File: src/rtl/multicycle_pkg.sv
// Shared encodings for the multicycle RV32I control path: states, opcodes,
// datapath select codes and the bundled control-word type.
package multicycle_pkg;

  localparam logic [3:0] ST_FETCH  = 4'd0;
  localparam logic [3:0] ST_DECODE = 4'd1;
  localparam logic [3:0] ST_EXEC_R = 4'd2;
  localparam logic [3:0] ST_EXEC_I = 4'd3;
  localparam logic [3:0] ST_ADDR   = 4'd4;
  localparam logic [3:0] ST_MEM_RD = 4'd5;
  localparam logic [3:0] ST_MEM_WR = 4'd6;
  localparam logic [3:0] ST_WB_ALU = 4'd7;
  localparam logic [3:0] ST_WB_MEM = 4'd8;
  localparam logic [3:0] ST_BRANCH = 4'd9;
  localparam logic [3:0] ST_JAL    = 4'd10;
  localparam logic [3:0] ST_JALR   = 4'd11;
  localparam logic [3:0] ST_TRAP   = 4'd12;

  localparam logic [6:0] OP_RTYPE  = 7'b0110011;
  localparam logic [6:0] OP_ITYPE  = 7'b0010011;
  localparam logic [6:0] OP_LOAD   = 7'b0000011;
  localparam logic [6:0] OP_STORE  = 7'b0100011;
  localparam logic [6:0] OP_BRANCH = 7'b1100011;
  localparam logic [6:0] OP_JAL    = 7'b1101111;
  localparam logic [6:0] OP_JALR   = 7'b1100111;

  // ALUop codes are also consumed by the ALU controller
  localparam logic [1:0] ALU_ADD   = 2'b00;
  localparam logic [1:0] ALU_SUB   = 2'b01;
  localparam logic [1:0] ALU_FUNCT = 2'b10;

  localparam logic [1:0] SRC_A_RS1   = 2'b00;
  localparam logic [1:0] SRC_A_PC    = 2'b01;
  localparam logic [1:0] SRC_A_OLDPC = 2'b10;

  localparam logic [1:0] SRC_B_RS2  = 2'b00;
  localparam logic [1:0] SRC_B_FOUR = 2'b01;
  localparam logic [1:0] SRC_B_IMM  = 2'b10;

  localparam logic [1:0] PC_SRC_ALU    = 2'b00;
  localparam logic [1:0] PC_SRC_ALUOUT = 2'b01;
  localparam logic [1:0] PC_SRC_JALR   = 2'b10;

  localparam logic [1:0] WB_ALUOUT = 2'b00;
  localparam logic [1:0] WB_MDR    = 2'b01;
  localparam logic [1:0] WB_PC     = 2'b10;

  typedef struct packed {
    logic       pc_write;
    logic       old_pc_write;
    logic       ir_write;
    logic       mem_req;
    logic       mem_we;
    logic       iord;
    logic       reg_write;
    logic [1:0] mem_to_reg;
    logic [1:0] alu_src_a;
    logic [1:0] alu_src_b;
    logic [1:0] alu_op;
    logic [1:0] pc_source;
  } ctrl_t;

  localparam ctrl_t CTRL_IDLE = '0;

  function automatic logic [3:0] decode_next(input logic [6:0] op);
    case (op)
      OP_RTYPE:          decode_next = ST_EXEC_R;
      OP_ITYPE:          decode_next = ST_EXEC_I;
      OP_LOAD, OP_STORE: decode_next = ST_ADDR;
      OP_BRANCH:         decode_next = ST_BRANCH;
      OP_JAL:            decode_next = ST_JAL;
      OP_JALR:           decode_next = ST_JALR;
      default:           decode_next = ST_TRAP;
    endcase
  endfunction

endpackage

File: src/rtl/multicycle_ctrl_decode.sv
// Combinational state-to-control-word decoder; the only Mealy terms are the
// FETCH completion writes and the BEQ PC write.
module multicycle_ctrl_decode
  import multicycle_pkg::*;
(
  input  logic [3:0] i_state,
  input  logic       i_mem_ready,
  input  logic       i_zero,
  output ctrl_t      o_ctrl
);

  always_comb begin
    o_ctrl = CTRL_IDLE;
    case (i_state)
      ST_FETCH: begin
        o_ctrl.mem_req      = 1'b1;
        o_ctrl.old_pc_write = 1'b1;
        o_ctrl.alu_src_a    = SRC_A_PC;
        o_ctrl.alu_src_b    = SRC_B_FOUR;
        o_ctrl.alu_op       = ALU_ADD;
        o_ctrl.pc_source    = PC_SRC_ALU;
        o_ctrl.ir_write     = i_mem_ready;
        o_ctrl.pc_write     = i_mem_ready;
      end
      ST_DECODE: begin
        o_ctrl.alu_src_a = SRC_A_OLDPC;
        o_ctrl.alu_src_b = SRC_B_IMM;
        o_ctrl.alu_op    = ALU_ADD;
      end
      ST_EXEC_R: begin
        o_ctrl.alu_src_a = SRC_A_RS1;
        o_ctrl.alu_src_b = SRC_B_RS2;
        o_ctrl.alu_op    = ALU_FUNCT;
      end
      ST_EXEC_I: begin
        o_ctrl.alu_src_a = SRC_A_RS1;
        o_ctrl.alu_src_b = SRC_B_IMM;
        o_ctrl.alu_op    = ALU_FUNCT;
      end
      ST_ADDR: begin
        o_ctrl.alu_src_a = SRC_A_RS1;
        o_ctrl.alu_src_b = SRC_B_IMM;
        o_ctrl.alu_op    = ALU_ADD;
      end
      ST_MEM_RD: begin
        o_ctrl.mem_req = 1'b1;
        o_ctrl.iord    = 1'b1;
      end
      ST_MEM_WR: begin
        o_ctrl.mem_req = 1'b1;
        o_ctrl.iord    = 1'b1;
        o_ctrl.mem_we  = 1'b1;
      end
      ST_WB_ALU: begin
        o_ctrl.reg_write  = 1'b1;
        o_ctrl.mem_to_reg = WB_ALUOUT;
      end
      ST_WB_MEM: begin
        o_ctrl.reg_write  = 1'b1;
        o_ctrl.mem_to_reg = WB_MDR;
      end
      ST_BRANCH: begin
        o_ctrl.alu_src_a = SRC_A_RS1;
        o_ctrl.alu_src_b = SRC_B_RS2;
        o_ctrl.alu_op    = ALU_SUB;
        o_ctrl.pc_source = PC_SRC_ALUOUT;
        o_ctrl.pc_write  = i_zero;
      end
      ST_JAL: begin
        o_ctrl.reg_write  = 1'b1;
        o_ctrl.mem_to_reg = WB_PC;
        o_ctrl.pc_source  = PC_SRC_ALUOUT;
        o_ctrl.pc_write   = 1'b1;
      end
      ST_JALR: begin
        o_ctrl.reg_write  = 1'b1;
        o_ctrl.mem_to_reg = WB_PC;
        o_ctrl.alu_src_a  = SRC_A_RS1;
        o_ctrl.alu_src_b  = SRC_B_IMM;
        o_ctrl.alu_op     = ALU_ADD;
        o_ctrl.pc_source  = PC_SRC_JALR;
        o_ctrl.pc_write   = 1'b1;
      end
      default: o_ctrl = CTRL_IDLE;
    endcase
  end

endmodule

File: src/rtl/multicycle_ctrl.sv
// Multicycle RV32I control FSM: state register, next-state logic, sticky
// illegal-opcode flag, and reset gating of the decoded control word.
module multicycle_ctrl
  import multicycle_pkg::*;
(
  input  logic       clk_i,
  input  logic       rst_n,
  input  logic [6:0] instr_op_i,
  input  logic       zero_i,
  input  logic       mem_ready_i,
  output logic       pc_write_o,
  output logic       old_pc_write_o,
  output logic       ir_write_o,
  output logic       mem_req_o,
  output logic       mem_we_o,
  output logic       iord_o,
  output logic       reg_write_o,
  output logic [1:0] mem_to_reg_o,
  output logic [1:0] alu_src_a_o,
  output logic [1:0] alu_src_b_o,
  output logic [1:0] alu_op_o,
  output logic [1:0] pc_source_o,
  output logic       illegal_o,
  output logic [3:0] state_o
);

  logic [3:0] r_state;
  logic [3:0] w_next_state;
  logic       r_illegal;
  ctrl_t      w_ctrl;
  ctrl_t      w_ctrl_out;

  always_comb begin
    w_next_state = ST_TRAP;
    case (r_state)
      ST_FETCH:  w_next_state = mem_ready_i ? ST_DECODE : ST_FETCH;
      ST_DECODE: w_next_state = decode_next(instr_op_i);
      ST_EXEC_R,
      ST_EXEC_I: w_next_state = ST_WB_ALU;
      ST_ADDR:   w_next_state = (instr_op_i == OP_STORE) ? ST_MEM_WR : ST_MEM_RD;
      ST_MEM_RD: w_next_state = mem_ready_i ? ST_WB_MEM : ST_MEM_RD;
      ST_MEM_WR: w_next_state = mem_ready_i ? ST_FETCH : ST_MEM_WR;
      ST_WB_ALU,
      ST_WB_MEM,
      ST_BRANCH,
      ST_JAL,
      ST_JALR:   w_next_state = ST_FETCH;
      default:   w_next_state = ST_TRAP;
    endcase
  end

  always_ff @(posedge clk_i or negedge rst_n) begin
    if (!rst_n) begin
      r_state   <= ST_FETCH;
      r_illegal <= 1'b0;
    end else begin
      r_state <= w_next_state;
      if (w_next_state == ST_TRAP) begin
        r_illegal <= 1'b1;
      end
    end
  end

  multicycle_ctrl_decode u_decode (
    .i_state     (r_state),
    .i_mem_ready (mem_ready_i),
    .i_zero      (zero_i),
    .o_ctrl      (w_ctrl)
  );

  // Reset resets to FETCH, whose word requests memory; mask it while held
  assign w_ctrl_out = rst_n ? w_ctrl : CTRL_IDLE;

  assign pc_write_o     = w_ctrl_out.pc_write;
  assign old_pc_write_o = w_ctrl_out.old_pc_write;
  assign ir_write_o     = w_ctrl_out.ir_write;
  assign mem_req_o      = w_ctrl_out.mem_req;
  assign mem_we_o       = w_ctrl_out.mem_we;
  assign iord_o         = w_ctrl_out.iord;
  assign reg_write_o    = w_ctrl_out.reg_write;
  assign mem_to_reg_o   = w_ctrl_out.mem_to_reg;
  assign alu_src_a_o    = w_ctrl_out.alu_src_a;
  assign alu_src_b_o    = w_ctrl_out.alu_src_b;
  assign alu_op_o       = w_ctrl_out.alu_op;
  assign pc_source_o    = w_ctrl_out.pc_source;
  assign illegal_o      = r_illegal;
  assign state_o        = r_state;

endmodule

File: config.mk
export PLATFORM = sky130hd
export DESIGN_NAME = multicycle_ctrl
export DESIGN_NICKNAME = d
export VERILOG_FILES = /design/src/rtl/multicycle_pkg.sv /design/src/rtl/multicycle_ctrl_decode.sv /design/src/rtl/multicycle_ctrl.sv
export SDC_FILE = /design/constraint.sdc
export NUM_CORES = 1
export LEC_CHECK = 0
export ABC_AREA = 1
export BUFFER_PORTS_ARGS = -buffer_cell sky130_fd_sc_hd__buf_2
export CAP_MARGIN = 20
export CORE_ASPECT_RATIO = 1.4
export CORE_MARGIN = 3
export CORE_UTILIZATION = 25
export DETAILED_ROUTE_END_ITERATION = 8
export GPL_TIMING_DRIVEN = 0
export HOLD_SLACK_MARGIN = 0.06
export SLEW_MARGIN = 20
export SYNTH_ARGS = -nofsm -noshare
export SYNTH_HDL_FRONTEND = slang
export SYNTH_SLANG_ARGS = --single-unit
File: constraint.sdc
create_clock -name clk_i -period 4.1 [get_ports clk_i]
set_clock_uncertainty 0.2 [all_clocks]
set_input_delay 0.82 -clock clk_i [delete_from_list [all_inputs] [get_ports clk_i]]
set_output_delay 0.82 -clock clk_i [all_outputs]
set_load 0.02 [all_outputs]
==> results of run 1 <==
-- layout make-up --
type / instances / area share
timing repair buffer: 32 / 0.2140
tap: 21 / 0.03512
buffer: 1 / 0.01003
clock buffer: 4 / 0.03512
inverter: 14 / 0.07023
sequential: 5 / 0.1672
multi-input combinational: 70 / 0.4682
-- power groups by stage --
stage                     registers [uW]  logic [uW]  clock network (uW)
final                               95.0         290                53.6
after global routing                99.0         329                57.6
after CTS                           94.8         295                55.8
after detailed placement            95.4         293                   0
after global placement              95.1         291                   0
after floorplan                      109         194                   0
-- per-stage QoR --
stage | power [uW] | hold WS [ns] | worst slack (ns) | utilization
after floorplan | 302.9 | 0.3244 | 1.483 | -
after global placement | 386.0 | 0.2435 | 1.336 | 0.3615
after detailed placement | 388.5 | 0.2450 | 1.313 | 0.3615
after CTS | 445.1 | 0.2129 | 1.312 | 0.3747
after global routing | 485.9 | 0.2204 | 1.250 | 0.3747
final | 438.6 | 0.2201 | 1.320 | 0.3747
-- layer usage --
layer  part of all wire  wire length, um
met3              0.064               92
met1               0.40              564
met2               0.51              734
met4              0.025               36
met5                  0                0
-- cell families after synthesis --
logic type,Yosys count
and+or+nand+nor,59
buffers and inverters,15
DFF,5
AOI/OAI and AO/OA,11
-- placed cells by master (no fill, tap or decap) --
cell and count:
buf_2 32, nand2_1 20, nor2_1 13, inv_1 12, nand3_1 9, nor2_2 6, a21oi_1 6, nor3_1 5
dfrtp_1 5, clkbuf_4 3, inv_2 1, nand2_4 1, nor2_4 1, o21ai_1 1, o211ai_2 1, nand3_2 1
nor4_1 1, o21ai_0 1, clkinv_1 1, a31oi_1 1, o211ai_1 1, nor3b_1 1, or3_1 1, buf_4 1
clkbuf_1 1
-- worst max-delay path, stage by stage --
cell and delay (ns):
buf_2 0.16, nand3_1 0.19, nor2_1 0.07, or3_1 0.36, buf_2 0.16
-- registers in the layout, summed over array words and instances, names as in the netlist --
register	count
state_o	4
illegal_o	1
-- final timing paths --
path	end	from
hold / removal	state_o[3]$_DFF_PN0_	rst_n
max in group asynchronous	illegal_o$_DFFE_PN0N_	rst_n
setup reg to reg	illegal_o$_DFFE_PN0N_	state_o[1]$_DFF_PN0_
setup / recovery	pc_write_o	rst_n
hold reg to reg	illegal_o$_DFFE_PN0N_	illegal_o$_DFFE_PN0N_
min in group clk_i	illegal_o$_DFFE_PN0N_	illegal_o$_DFFE_PN0N_
==> results.toml, run 1 <==
[synthesis]
ys.flop_type = "dfrtp_1"
ys_seq_area_frac = 0.2336
synth_top_family_by_area = "simple AND/OR/NAND/NOR gates"
syn_area_sq_um = 535.5
synth-adder-area-share = 0
synth_nets = 101
ys_async_sr_fraction = 1.000
synth-compound-area-share = 0.1238
synthXorXnorAreaFrac = 0
ys_warn_count = 0
synth_area_per_cell_sq_um = 5.950
synth.top_cells.by_count = "nand2_1, nor2_1, inv_1, nand3_1"
synth_most_common_cell = "nand2_1"
ys_ff_latch = 5
synth-simple-area-share = 0.5304
synth_cells = 90
synth_edf_count = 0
synth_top_cell_by_area = "dfrtp_1"
ys_top_cells_by_area = "dfrtp_1, nand2_1, nor2_1"
yosys.area.top_type_share = 0.2336
yosys-mux-area-fraction = 0
ys_types = 22

[cts]
cts-root-buf = "clkbuf_4"
cts_tree = "yes"
cts-resized-gates = 0
clk_pin_slew_ns = 0.04
post-cts-setup-buffers = 0
clk_latency_ns = 0.23
cts_buffers = 3
cts_hold_buf = 0
clk_path_buf_depth = 2
clock_sinks = 5
cts_max_level = 1

[route]
dr.first_iter.drc_count = 9
ant_nets = 0
drc = 0
post_drt_wl_per_cell_um = 9.707
totalWireLength_mm = 1.427
vias = 673
first_pass_iters = 4
vias_per_cell = 4.578

[timing]
period_share = 0.6782
layout_min_cycle_time_ns = 2.780
slew_headroom = 0.7742
timing.fmax_ghz = 0.3597
slew_violations = 0
hold_viol_final = 0
setup_viol = 0
rsz0062_at_grt = "no"
tns_ns = 0
tightestPinTransition_ns = 0.3388

[setup_path]
cp-end-kind = "output port"
criticalPathCategory = "primary input to output port"
start_kind = "primary input"
crit_arrival_ns = 1.76
required_ns = 3.08
crit_fanout = 9
rr_worst_depth = 8
r2r_slack_ns = 2.61

[placement]
gp_congestion = 0.8065
hpwlAfterDp_mm = 1.237
portBuffers = 32
dpl_cell_area_sq_um = 721.9
place_inst = 143

[floorplan]
io_pins = 33
die_w_um = 45.12
start_util = 0.2682
rows = 19
die_y_um = 60.76
design.core.area_sq_um = 1997
die_area_sq_um = 2741

[finish]
finalInstanceArea_sq_um = 748.2
final_cells = 147
nets = 138
drive_gt1_frac = 0.3730
multiInputGateArea_sq_um = 350.3
regArea_sq_um = 125.1
num_antenna_cells = 0
syn_to_final_growth_pct = 39.72
fillers = 236

[global_routing]
grt_use_met1 = 0.1192
use_met2 = 0.1943
grt_pass1_vias = 586
track_usage = 0.1100
grt_first_pass_wirelength_mm = 2.297
top_usage_layer = "met2"
antenna_found_initial = 0
grtUsageMet3 = 0.02077
grt_max_degree = 10
overflow = 0

[power]
p_int_uw = 198.3
leakagePower_uw = 0.0004273
power.density_nw_per_um2 = 586.2
clkPwrFrac = 0.122
peakVddDrop_uv = 186.7
sw_frac_of_total = 0.5478
seq_power_share = 0.217
combPwrFrac = 0.661
switchingPower_uw = 240.2

[run]
drv_cap = 0

[status]
status = "completed"

[hold_path]
worstHoldPathType = "primary input to asynchronous set/reset pin"
Note: power is estimated with default switching activity, not from simulation.
==> run 2: changes to the inputs <==
--- a/config.mk
+++ b/config.mk
@@ -5,7 +5,7 @@
 export SDC_FILE = /design/constraint.sdc
 export NUM_CORES = 1
 export LEC_CHECK = 0
-export ABC_AREA = 1
+export ABC_AREA = 0
 export BUFFER_PORTS_ARGS = -buffer_cell sky130_fd_sc_hd__buf_2
 export CAP_MARGIN = 20
 export CORE_ASPECT_RATIO = 1.4
==> constraint.sdc (replaced) <==
create_clock -name clk_i -period 2.31 [get_ports clk_i]
set_clock_uncertainty 0.2 [all_clocks]
set_input_delay 0.462 -clock clk_i [delete_from_list [all_inputs] [get_ports clk_i]]
set_output_delay 0.462 -clock clk_i [all_outputs]
set_load 0.02 [all_outputs]
==> results.toml, run 2 <==
[route]
post_drt_wl_per_cell_um = 12.00
vias = 683
totalWireLength_mm = 1.596
first_pass_iters = 4
ant_nets = 0
dr.first_iter.drc_count = 18
drc = 0
vias_per_cell = 5.135

[timing]
period_share = 0.9591
tightestPinTransition_ns = 0.3727
slew_violations = 0
timing.fmax_ghz = 0.4514
rsz0062_at_grt = "no"
slew_headroom = 0.7451
tns_ns = 0
setup_viol = 0
layout_min_cycle_time_ns = 2.216
hold_viol_final = 0

[global_routing]
grtUsageMet3 = 0.02000
grt_pass1_vias = 615
antenna_found_initial = 0
top_usage_layer = "met2"
grt_max_degree = 12
track_usage = 0.1124
overflow = 0
grt_use_met1 = 0.1364
use_met2 = 0.1820
grt_first_pass_wirelength_mm = 2.573

[placement]
portBuffers = 32
hpwlAfterDp_mm = 1.260
gp_congestion = 0.8024

[cts]
cts_tree = "yes"
clk_path_buf_depth = 2
clk_pin_slew_ns = 0.04
clock_sinks = 5
post-cts-setup-buffers = 0
clk_latency_ns = 0.23
cts-root-buf = "clkbuf_4"
cts_buffers = 3
cts_max_level = 1

[finish]
layout_common_cells = "buf_2, nand2_1, and3_1"
fillers = 232
final_common_cell = "buf_2"
nets = 123
drive_gt1_frac = 0.5045
largest_register_ffs = 4
num_antenna_cells = 0
syn_to_final_growth_pct = 43.55

[synthesis]
ys_types = 34
synth_nets = 85
ys_ff_latch = 5
yosys.area.top_type_share = 0.2114
synth_area_per_cell_sq_um = 7.998
ys_warn_count = 0
ys_top_cells_by_area = "dfrtp_1, and3_1, nand3b_1"
synth_cells = 74
syn_area_sq_um = 591.8
ys.flop_type = "dfrtp_1"
synth.top_cells.by_count = "and3_1, nand2_1, nor2_1, dfrtp_1"
synth_top_cell_by_area = "dfrtp_1"
ys_async_sr_fraction = 1.000
synth_edf_count = 0
ys_seq_area_frac = 0.2114

[floorplan]
io_pins = 33
die_w_um = 47.12
start_util = 0.2688
die_area_sq_um = 2995
design.core.area_sq_um = 2202
die_y_um = 63.57
rows = 20

[run]
drv_cap = 0

[power]
leakagePower_uw = 0.0004224
power_uw = 869.6
peakVddDrop_uv = 305.5
power.density_nw_per_um2 = 1024

[setup_path]
required_ns = 1.65
crit_arrival_ns = 1.55
cp-end-kind = "output port"
crit_fanout = 10
start_kind = "flip-flop"
criticalPathCategory = "flip-flop to output port"

[status]
status = "completed"

[hold_path]
worstHoldPathType = "flip-flop to flip-flop"
run 2: cell types whose count changed in the layout (fill, tap and decap cells not counted), moves of 3 or more:
cell	before	now
inv_1	12	0
nand2_1	20	7
nor2_1	13	4
nand3_1	9	0
nand3b_1	0	4
and3_1	0	6
nor2_2	6	2
nor2b_2	0	3
run 2: worst paths after layout:
path | to | from | cells past startpoint | slack [ns]
min reg2reg | illegal_o$_DFFE_PN0N_ | illegal_o$_DFFE_PN0N_ | 1 | 0.27
max | pc_write_o | state_o[0]$_DFF_PN0_ | 6 | 0.09
max in group asynchronous | state_o[1]$_DFF_PN0_ | rst_n | 2 | 1.18
min | illegal_o$_DFFE_PN0N_ | illegal_o$_DFFE_PN0N_ | 1 | 0.27
max reg2reg | illegal_o$_DFFE_PN0N_ | state_o[2]$_DFF_PN0_ | 4 | 0.72
min in group asynchronous | state_o[3]$_DFF_PN0_ | rst_n | 2 | 0.53
run 2: metal layers:
| metal | vias up | part of all wire | routed length [um] |
|---|---|---|---|
| li1 | 347 | - | - |
| met1 | 303 | 0.43 | 684 |
| met2 | 31 | 0.47 | 743 |
| met3 | 2 | 0.094 | 150 |
| met4 | 0 | 0.011 | 17 |
| met5 | - | 0 | 0 |
run 2: layout make-up:
class | instances | area [sq um] | area share
Multi-Input combinational cell | 64 | 452.9 | 0.5331
Timing Repair Buffer | 33 | 172.7 | 0.2032
Sequential cell | 5 | 127.6 | 0.1502
Buffer | 5 | 42.54 | 0.05007
Tap cell | 22 | 27.53 | 0.03240
Clock buffer | 4 | 26.28 | 0.03093
run 2: timing repair:
| action | in CTS | in global routing |
|---|---|---|
| hold buffers | 1 | 0 |
| endpoints found under the setup margin | 1 | 5 |
| gates resized for setup | 1 | 10 |
| endpoints found under the hold margin | 5 | 0 |
run 2: worst max-delay path, stage by stage, from the launching register on:
cell and delay [ns]:
dfrtp_2 0.44, buf_6 0.15, nor2_2 0.14, and3_4 0.20
and2_2 0.14, o21bai_1 0.10, buf_4 0.15
run 2: cell families after synthesis:
| group | count (synthesis) | synth area share |
|---|---|---|
| flops | 5 | 0.2114 |
| buf+inv | 5 | 0.06130 |
| xor+xnor | 1 | 0.01480 |
| simple gates | 47 | 0.4842 |
| compound gates | 16 | 0.2283 |
run 2: per-stage QoR:
stage / instances / cell area (sq um) / hold slack [ns] / setup slack, ns / util
2_1_floorplan: 74 / 593.1 / -0.03359 / 0.04926 / -
3_3_place_gp: 128 / 780.7 / 0.1288 / 0.2575 / 0.3545
3_5_place_dp: 128 / 780.7 / 0.1331 / 0.2467 / 0.3545
4_1_cts: 133 / 823.3 / 0.2766 / 0.001741 / 0.3739
5_1_grt: 133 / 849.6 / 0.2982 / 0.005660 / 0.3858
6_report: 133 / 849.6 / 0.2730 / 0.09448 / 0.3858
run 2: power by group:
group / internal [uW] / total [uW] / switching [uW]
logic: 256 / 620 / 365
registers: 117 / 152 / 35.1
clock network: 65.0 / 96.9 / 31.9
total: 438 / 870 / 432
